**src/rtl/dff_chain_seq.sv**
```systemverilog
// Sequencer that shifts a parallel word LSB-first into a serial DFF chain
// and returns the bits falling out of the chain tail as a parallel word.
module dff_chain_seq #(
    parameter int WIDTH = 8
) (
    input  logic             clk,
    input  logic             reset,
    input  logic             load_valid,
    output logic             load_ready,
    input  logic [WIDTH-1:0] load_data,
    input  logic             hold,
    output logic             ser_en,
    output logic             ser_d,
    input  logic             ser_q,
    output logic [WIDTH-1:0] cap_data,
    output logic             cap_valid,
    output logic             busy
);
    localparam int CW = $clog2(WIDTH) + 1;
    localparam int IW = $clog2(WIDTH);

    localparam logic [1:0] S_IDLE  = 2'd0;
    localparam logic [1:0] S_SHIFT = 2'd1;
    localparam logic [1:0] S_DONE  = 2'd2;

    logic [1:0]       state_q, state_d;
    logic [CW-1:0]    count_q, count_d;
    logic [WIDTH-1:0] tx_q, tx_d;
    logic [WIDTH-1:0] cap_sr_q, cap_sr_d;
    logic [WIDTH-1:0] cap_data_q, cap_data_d;

    always_comb begin
        state_d    = state_q;
        count_d    = count_q;
        tx_d       = tx_q;
        cap_sr_d   = cap_sr_q;
        cap_data_d = cap_data_q;
        case (state_q)
            S_IDLE: begin
                if (load_valid) begin
                    tx_d    = load_data;
                    count_d = '0;
                    state_d = S_SHIFT;
                end
            end
            S_SHIFT: begin
                if (!hold) begin
                    tx_d = tx_q >> 1;
                    // Tail bit sampled at shift edge k is old chain bit k.
                    cap_sr_d[count_q[IW-1:0]] = ser_q;
                    count_d = count_q + CW'(1);
                    if (count_q == CW'(WIDTH - 1)) begin
                        cap_data_d = cap_sr_d;
                        state_d    = S_DONE;
                    end
                end
            end
            S_DONE:  state_d = S_IDLE;
            default: state_d = S_IDLE;
        endcase
    end

    always_ff @(posedge clk or posedge reset) begin
        if (reset) begin
            state_q    <= S_IDLE;
            count_q    <= '0;
            tx_q       <= '0;
            cap_sr_q   <= '0;
            cap_data_q <= '0;
        end else begin
            state_q    <= state_d;
            count_q    <= count_d;
            tx_q       <= tx_d;
            cap_sr_q   <= cap_sr_d;
            cap_data_q <= cap_data_d;
        end
    end

    // Gating load_ready with reset keeps every output low while reset is held.
    assign load_ready = (state_q == S_IDLE) && !reset;
    assign ser_en     = (state_q == S_SHIFT) && !hold;
    assign ser_d      = (state_q == S_SHIFT) && tx_q[0];
    assign cap_valid  = (state_q == S_DONE);
    assign busy       = (state_q == S_SHIFT) || (state_q == S_DONE);
    assign cap_data   = cap_data_q;

endmodule

```
**config.mk**
```make
export PLATFORM = sky130hd
export DESIGN_NAME = dff_chain_seq
export DESIGN_NICKNAME = d
export VERILOG_FILES = /design/src/rtl/dff_chain_seq.sv
export SDC_FILE = /design/constraint.sdc
export NUM_CORES = 1
export LEC_CHECK = 0
export CAP_MARGIN = 20
export CORE_MARGIN = 10
export CORE_UTILIZATION = 50
export DETAILED_ROUTE_END_ITERATION = 12
export HOLD_SLACK_MARGIN = 0.08
export PLACE_DENSITY_LB_ADDON = 0.25
export SETUP_SLACK_MARGIN = 0.02
export SKIP_CTS_REPAIR_TIMING = 1
export SYNTH_ARGS = -nofsm -noshare
export SYNTH_HDL_FRONTEND = slang
export SYNTH_SLANG_ARGS = --single-unit
```
**constraint.sdc**
```tcl
create_clock -name clk -period 2.4 [get_ports clk]
set_input_delay 0.48 -clock clk [delete_from_list [all_inputs] [get_ports clk]]
set_output_delay 0.48 -clock clk [all_outputs]
set_load 0.03 [all_outputs]
```
=== Yosys cells after proc, flatten, opt, wreduce, memory -nomap -nowiden ===
Index checks and enable logic that the tools add are counted.

* Flip-flop bits (word level): 30
* Output and inout port bits: 13
* Word-level logic and storage cells: 41

* $add $sub $neg: 1
* $lt $le $gt $ge: 2
* Eq/ne operators: 6
* Multiplexer cells: 13
* Bitwise gates (word level): 1
* Reductions and logical operators: 13

{| class="wikitable"
|+ Operator list
! kind !! number
|-
| $mux W8 || 2
|-
| $pmux W8 S2 || 1
|-
| $reduce_and A3 Y1 || 3
|-
| $bwmux W8 || 1
|-
| $mux W4 || 2
|-
| $pmux W4 S2 || 1
|-
| $mux W2 || 3
|-
| $ne A2 B2 Y1 const B || 3
|-
| $add A4 B1 Y4 const B || 1
|-
| $eq A4 B3 Y1 const B || 1
|-
| $logic_and A1 B1 Y1 || 4
|-
| $lt A3 B4 Y1 const B || 1
|-
| $pmux W2 S2 || 1
|-
| $demux W1 S3 || 1
|-
| $ge A3 B1 Y1 const B || 1
|-
| $eq A2 B1 Y1 const B || 1
|-
| $eq A2 B2 Y1 const B || 1
|-
| $logic_not A1 Y1 || 2
|-
| $logic_not A2 Y1 || 1
|-
| $reduce_and A2 Y1 || 1
|-
| $reduce_bool A2 Y1 || 1
|-
| $logic_or A1 B1 Y1 || 1
|-
| $mux W1 || 1
|-
| $not A1 Y1 || 1
|}

=== Logic depth before layout (Yosys ltp) ===
* Word-level depth: 5
* Mapped depth: 7
* Gate-level depth less buffers: 5

=== Worst setup path before layout ===
No wires, ideal clock.

* Path type: register -> output
* From: register state_q[1]
* To: output port ser_en
* Data arrival time: 1469 ps
* Slack: 451 ps
* Stages on the path, launching flop included: 6
* Buffers on the path: 2
* Cell sequence: dfrtp_1 > inv_1 > ha_1 > buf_4 > buf_2 > nor2b_1

* Cells in the longest elaborated chain, start to end: 2

{| class="wikitable"
|+ RTL lines
! element !! line !! source
|-
| from (decl) || 26 || <nowiki>logic [1:0] state_q, state_d;</nowiki>
|-
| from (signal assigned) || 71 || <nowiki>state_q <= state_d;</nowiki>
|-
| $eq A2 B1 Y1 || 81 || <nowiki>assign ser_en = (state_q == S_SHIFT) && !hold;</nowiki>
|-
| $logic_and A1 B1 Y1 || 81 ||
|-
| to (decl) || 12 || <nowiki>output logic ser_en,</nowiki>
|}

Every way passes these cells.

=== Worst setup path in the final report ===
* From: register state_q[0]
* To: output port busy

* Cells in the longest elaborated chain, start to end: 2

{| class="wikitable"
|+ RTL lines
! element !! line !! source
|-
| $eq A2 B1 Y1 / $eq A2 B2 Y1 (equally long branches) || 84 || <nowiki>assign busy = (state_q == S_SHIFT) || (state_q == S_DONE);</nowiki>
|-
| $logic_or A1 B1 Y1 (*) || 84 ||
|-
| to (decl) || 17 || <nowiki>output logic busy</nowiki>
|}

Mark *: on every way between the ends. The rest lies on a longest branch, timed or not.

==> impl_metrics.env <==
export IMPL_cts_root_buffer="sky130_fd_sc_hd__clkbuf_4"
export IMPL_clock_skew_ps=7.86
export IMPL_post_route_worst_setup_slack_ps=140
export IMPL_insertion_delay_ps=330
export IMPL_crit_reg2reg_capture="cap_data[3]"
export IMPL_vias=1026
export IMPL_endpoint_of_the_worst_hold_path="cap_sr_q[0]"
export IMPL_die_area_um2=5880
export IMPL_postSynthNetCount=144
export IMPL_report_final_slew_viol_count=0
export IMPL_antenna_found_initial=0
export IMPL_leakage_nw=0.927
export IMPL_async_sr_flop_fraction=1.00
export IMPL_ys_seq_elements=30
export IMPL_crit_fanout=4
export IMPL_worst_endpoint_arrival_ps=1780
export IMPL_finish_net_count=175
export IMPL_grt_pass1_vias=1101
export IMPL_grt_pass1_wl_mm=5.15
export IMPL_routed_via_density=5.10
export IMPL_timing_final_crit_share=0.942
export IMPL_number_of_enable_flip_flop_cells_after_synthesis=0
export IMPL_synth_warnings=0
export IMPL_cts_htree_levels=2
export IMPL_synth_avg_cell_area_um2=12.9
export IMPL_hold_violations=0
export IMPL_dpl_worst_slack_ps=223
export IMPL_clkSlewWorstSetupHoldPaths_ps=100
export IMPL_post_synth_top_count_cell="sky130_fd_sc_hd__dfrtp_1"
export IMPL_clk_path_buf_depth=2
export IMPL_ys_top_cells_by_count="sky130_fd_sc_hd__dfrtp_1 (30), sky130_fd_sc_hd__mux2_2 (27), sky130_fd_sc_hd__mux2_4 (8)"
export IMPL_gr_usage_all_layers=0.105
export IMPL_startpoint_type="flop"
export IMPL_power_clock_fraction=0.146
export IMPL_holdPathStages=1
export IMPL_cts_tree="built"
export IMPL_p_sw_frac=0.351
export IMPL_power_frac_comb=0.484
export IMPL_drive_gt1_frac=0.338
export IMPL_routability_cong=0.691
export IMPL_holdCritStartpoint="cap_sr_q[0]"
export IMPL_synth_area_leader_cell="sky130_fd_sc_hd__dfrtp_1"
export IMPL_status="complete, no violations"
export IMPL_post_drt_wl_per_cell_um=14.7
export IMPL_port_buffers=25
export IMPL_synth_cell_types=31
export IMPL_netSwitchingPower_mw=0.767
export IMPL_num_antenna_cells=0
export IMPL_timing_rr_start="state_q[1]"
export IMPL_design_core_area_um2=3050
export IMPL_routed_wirelength_mm=2.96
export IMPL_max_slew_margin_rel=0.710
export IMPL_syn_to_final_growth_pct=22.9
export IMPL_fmax_mhz=443
export IMPL_pwr_density_cell_nw_per_um2=1110
export IMPL_setup_viol_count_final=0
export IMPL_synth_yosys_seq_area_share=0.467
export IMPL_number_of_violations_reported_at_the_end_of_detailed_routing_iteration_0=53
export IMPL_cts_sinks=30
export IMPL_finalCoreUtilization=0.647
export IMPL_cp_required_ps=1920
export IMPL_drc=0
export IMPL_initial_utilization=0.526
export IMPL_dominantRegCellSynth="sky130_fd_sc_hd__dfrtp_1"
export IMPL_detailedPlacementHpwl_mm=2.12
export IMPL_die_w_um=76.7
export IMPL_grt_max_degree=31
export IMPL_detailedRoute_firstPassIterationCount=4
export IMPL_netlist_instances=125
export IMPL_grt_overflow_total=0
export IMPL_path_category_of_the_worst_min_delay_check="flop to flop"
export IMPL_multi_input_area_um2=796
export IMPL_critPathKind="flop to primary output"
export IMPL_maximum_capacitance_violations=0
export IMPL_netlist_area_leader_share=0.467
export IMPL_synth_top_cells_by_area="sky130_fd_sc_hd__dfrtp_1 (47%), sky130_fd_sc_hd__mux2_2 (19%), sky130_fd_sc_hd__mux2_4 (7.5%), sky130_fd_sc_hd__ha_1 (4.7%), sky130_fd_sc_hd__nand2b_1 (1.6%)"
export IMPL_power_internal_mw=1.42
export IMPL_fillCellCount=258
export IMPL_share_seq_of_total_power=0.370
export IMPL_ant_nets=0
export IMPL_r2r_setup_slack_ps=460
export IMPL_final_period_minus_worst_setup_slack_ps=2260
export IMPL_placement_rows=20
export IMPL_tightestPinTransition_ps=434
export IMPL_die_height_um=76.7
export IMPL_mappedNetlistArea_um2=1610
export IMPL_num_io_pins=26
export IMPL_seqCellArea_um2=751
export IMPL_numCtsBuffers=5
export IMPL_rr_worst_depth=5
export IMPL_rsz0062_at_grt="no"
export IMPL_vdd_ir_drop_max_v=0.000554
export IMPL_worstSetupEndpointType="primary output"
==> critical path, stage by stage, from the launching register on <==
cell                              delay, ps
sky130_fd_sc_hd__dfrtp_1                410
sky130_fd_sc_hd__inv_1                  100
sky130_fd_sc_hd__ha_1                   280
sky130_fd_sc_hd__clkdlybuf4s50_1        660
==> cell families after synthesis <==
kind of cell | share of synthesized area
compound gates | 0.0343
fa+ha+maj | 0.0467
buf+inv | 0.0389
flops | 0.467
mux | 0.283
simple gates | 0.129
==> layout make-up <==
cell class / count / area share
clock inverters: 2 / 0.00634
repair buffers: 30 / 0.147
clock buffers: 6 / 0.0260
flip-flops and latches: 30 / 0.380
well taps: 44 / 0.0279
multi-input cells: 84 / 0.403
inverters: 5 / 0.00951
==> power groups by stage <==
| stage | logic [mW] | registers, mW | clock network [mW] |
|---|---|---|---|
| after floorplan | 0.829 | 0.812 | 0 |
| after global placement | 1.04 | 0.809 | 0 |
| after detailed placement | 1.06 | 0.821 | 0 |
| after CTS | 1.07 | 0.810 | 0.333 |
| after global routing | 1.15 | 0.839 | 0.351 |
| final | 1.06 | 0.809 | 0.320 |
==> worst max-delay path by stage <==
stage | slack (ps) | endpoint | from
3_3_place_gp | 230 | load_ready | reset
2_1_floorplan | 450 | ser_en | state_q[1]
5_1_grt | 70 | busy | state_q[0]
4_1_cts | -80 | load_ready | state_q[1]
3_5_place_dp | 220 | load_ready | reset
6_report | 140 | busy | state_q[0]
==> flip-flops by register name, indices dropped and copies added, names as in the netlist <==
register  count
state_q       2
cap_data      8
cap_sr_q      8
tx_q          8
count_q       4
==> placed cells by master (no fill, tap or decap), types with 3 or more instances in the layout <==
cell type,n
sky130_fd_sc_hd__dfrtp_1,30
sky130_fd_sc_hd__nand3_1,5
sky130_fd_sc_hd__inv_1,5
sky130_fd_sc_hd__ha_1,5
sky130_fd_sc_hd__mux2_2,27
sky130_fd_sc_hd__mux2_4,8
sky130_fd_sc_hd__clkdlybuf4s50_1,22
sky130_fd_sc_hd__clkbuf_4,5
sky130_fd_sc_hd__nor3_1,3
sky130_fd_sc_hd__nand2b_1,4
sky130_fd_sc_hd__nor2b_1,3
sky130_fd_sc_hd__nand2_1,4
sky130_fd_sc_hd__buf_4,6
sky130_fd_sc_hd__nor2_1,5
==> stage by stage <==
step / instances / power (mW) / cell area (µm²) / hold slack (ps) / TNS [ps]
floorplan: 125 / 1.64 / 1610 / 474 / 0
global placement: 193 / 1.85 / 1900 / 485 / 0
detailed placement: 193 / 1.88 / 1900 / 492 / 0
CTS: 201 / 2.21 / 1970 / 517 / -84.8
global route: 201 / 2.34 / 1970 / 536 / 0
finish: 201 / 2.19 / 1970 / 511 / 0
==> metal layers <==
metal | part of all wire | GRT usage | up-vias
met5 | 0 | 0 | -
met4 | 0.021 | 0.0576 | 0
met3 | 0.042 | 0.0338 | 7
met2 | 0.47 | 0.163 | 22
met1 | 0.47 | 0.126 | 496
li1 | - | - | 501
(Power assumes the default switching activity.)
==> edit: new RTL, same settings <==
`WIDTH`: 8 -> 4.
--- a/src/rtl/dff_chain_seq.sv
+++ b/src/rtl/dff_chain_seq.sv
@@ -1,7 +1,7 @@
 // Sequencer that shifts a parallel word LSB-first into a serial DFF chain
 // and returns the bits falling out of the chain tail as a parallel word.
 module dff_chain_seq #(
-    parameter int WIDTH = 8
+    parameter int WIDTH = 4
 ) (
     input  logic             clk,
     input  logic             reset,
Interface: changed (resized cap_data and load_data); port bits go from 26 to 18. No check against the original RTL was run, so the function may have changed too.
==> edit against the original RTL <==
Sequential cell count is 13 lower; via count down 41%; synthesized area down 41%; critical path type unchanged; design area shrank 40%; largest power group unchanged; sequential power shrank 44%; global-route usage is 2.1 points lower; worst setup slack gained 0.055 ns; wire length fell by 46%; power fell by 36%; fmax is 2.5% higher; final cell count decreased by 37%; die area fell by 32%; first-iteration DRC count shrank 77%; largest cell class unchanged.
==> edit: results <==
{
  "reg2reg_slack_ns": 0.62,
  "synth_common_cells": "17 x dfrtp_1, 12 x mux2_2, 10 x ha_1, 10 x nand2_1, 8 x inv_1",
  "drive_gt1_share_pct": 20.6,
  "nNetsFinal": 122,
  "comb_power_share_pct": 56.0,
  "grt_max_degree": 18,
  "root_buffer": "clkbuf_4",
  "first_global_vias": 630,
  "synth_cell_types": 16,
  "h-tree-depth": 1,
  "avgRoutedWirePerCell_um": 12.6,
  "worstPathArrival_ns": 1.72,
  "portBuffers": 17,
  "synth_fp_nets": 99,
  "status": "complete, no violations",
  "rr_endpoint": "tx_q[1]",
  "yosys-top-cells-area": "dfrtp_1 45%, mux2_2 14%, ha_1 13%",
  "skew_ns": 0.0144,
  "holdCritStartpoint": "cap_data[2]",
  "power.share.switching_pct": 39.1,
  "register_area_um2": 425,
  "gp_congestion": 0.727,
  "dpl_cell_area_um2": 1140,
  "critPathMaxStageDelay_ns": 0.66,
  "min_to": "cap_data[2]",
  "dpl.hpwl_um": 1270,
  "holdWs_ns": 0.487,
  "gr-usage-all-layers_pct": 8.37,
  "slew_headroom_pct": 57.1,
  "grt_pass1_wl_um": 2800,
  "via_per_inst": 4.80,
  "hold_depth": 2,
  "setup_viol_count_final": 0,
  "cellLeakagePower_nw": 0.556,
  "rr_startpoint": "state_q[1]",
  "nFillCells": 155,
  "clk_latency_ns": 0.30,
  "vdd_drop_max_v": 0.000945,
  "cts_buffer_depth": 2,
  "antenna_found_initial": 0,
  "cts_buffers": 3,
  "drt_iter0_markers": 12,
  "ys_seq_area_share_pct": 45.2
}
edit: cell count changes in the layout (fill, tap and decap cells not counted), moves of 5 or more:
cell / unedited run / this run
dfrtp_1: 30 / 17
mux2_4: 8 / 0
mux2i_1: 2 / 7
mux2_2: 27 / 12
nand2_1: 4 / 10
clkdlybuf4s50_1: 22 / 14
nand3_1: 5 / 0
edit: worst max path at each step:
stage                     startpoint          end  cells after the start  slack (ns)
final                     state_q[0]         busy                      3        0.20
after global routing      state_q[0]         busy                      3        0.10
after CTS                 state_q[1]   load_ready                      4        0.04
after detailed placement       reset   load_ready                      3        0.23
after global placement         reset   load_ready                      3        0.24
after floorplan           state_q[1]  cap_sr_q[0]                      5        0.53
edit: per-stage QoR:
| step | setup slack [ns] | instances | power (mW) |
|---|---|---|---|
| final | 0.196 | 127 | 1.40 |
| after global routing | 0.102 | 127 | 1.50 |
| after CTS | 0.0368 | 127 | 1.41 |
| after detailed placement | 0.229 | 123 | 1.25 |
| after global placement | 0.239 | 123 | 1.24 |
| after floorplan | 0.528 | 80 | 1.03 |
edit: logic make-up (layout without fill, tap and decap cells):
group / after synthesis / after routing / share of synthesized area, %
and+or+nand+nor: 18 / 18 / 9.44
buffers and inverters: 9 / 31 / 4.39
adders and majority gates: 10 / 10 / 13.3
DFF: 17 / 17 / 45.2
AOI/OAI and AO/OA: 7 / 7 / 5.85
muxes: 19 / 19 / 21.8
edit: routing by layer:
metal | up-vias | global-route usage [%] | routed length [um]
met4 | 0 | 2.46 | 14
met5 | - | 0 | 0
met1 | 287 | 10.5 | 798
met2 | 8 | 13.3 | 712
li1 | 313 | - | -
met3 | 2 | 2.65 | 69
edit: layout make-up:
| type | count | share of cell area [%] |
|---|---|---|
| multi-input cells | 54 | 40.4 |
| repair buffers | 19 | 15.9 |
| clock buffers | 3 | 1.91 |
| well taps | 25 | 2.65 |
| inverters | 8 | 2.55 |
| flip-flops and latches | 17 | 36.1 |
| clock inverters | 1 | 0.425 |
edit: tightest hold or removal path, cell delays in order (launching register included):
cell and delay (ns):
dfrtp_1 0.36, nand2_1 0.04, o21ai_0 0.05
edit: power groups by stage:
stage | clock network, mW | logic (mW) | registers, mW
finish | 0.158 | 0.781 | 0.456
global route | 0.180 | 0.853 | 0.472
CTS | 0.159 | 0.792 | 0.457
detailed placement | 0 | 0.789 | 0.464
global placement | 0 | 0.780 | 0.456
floorplan | 0 | 0.541 | 0.491
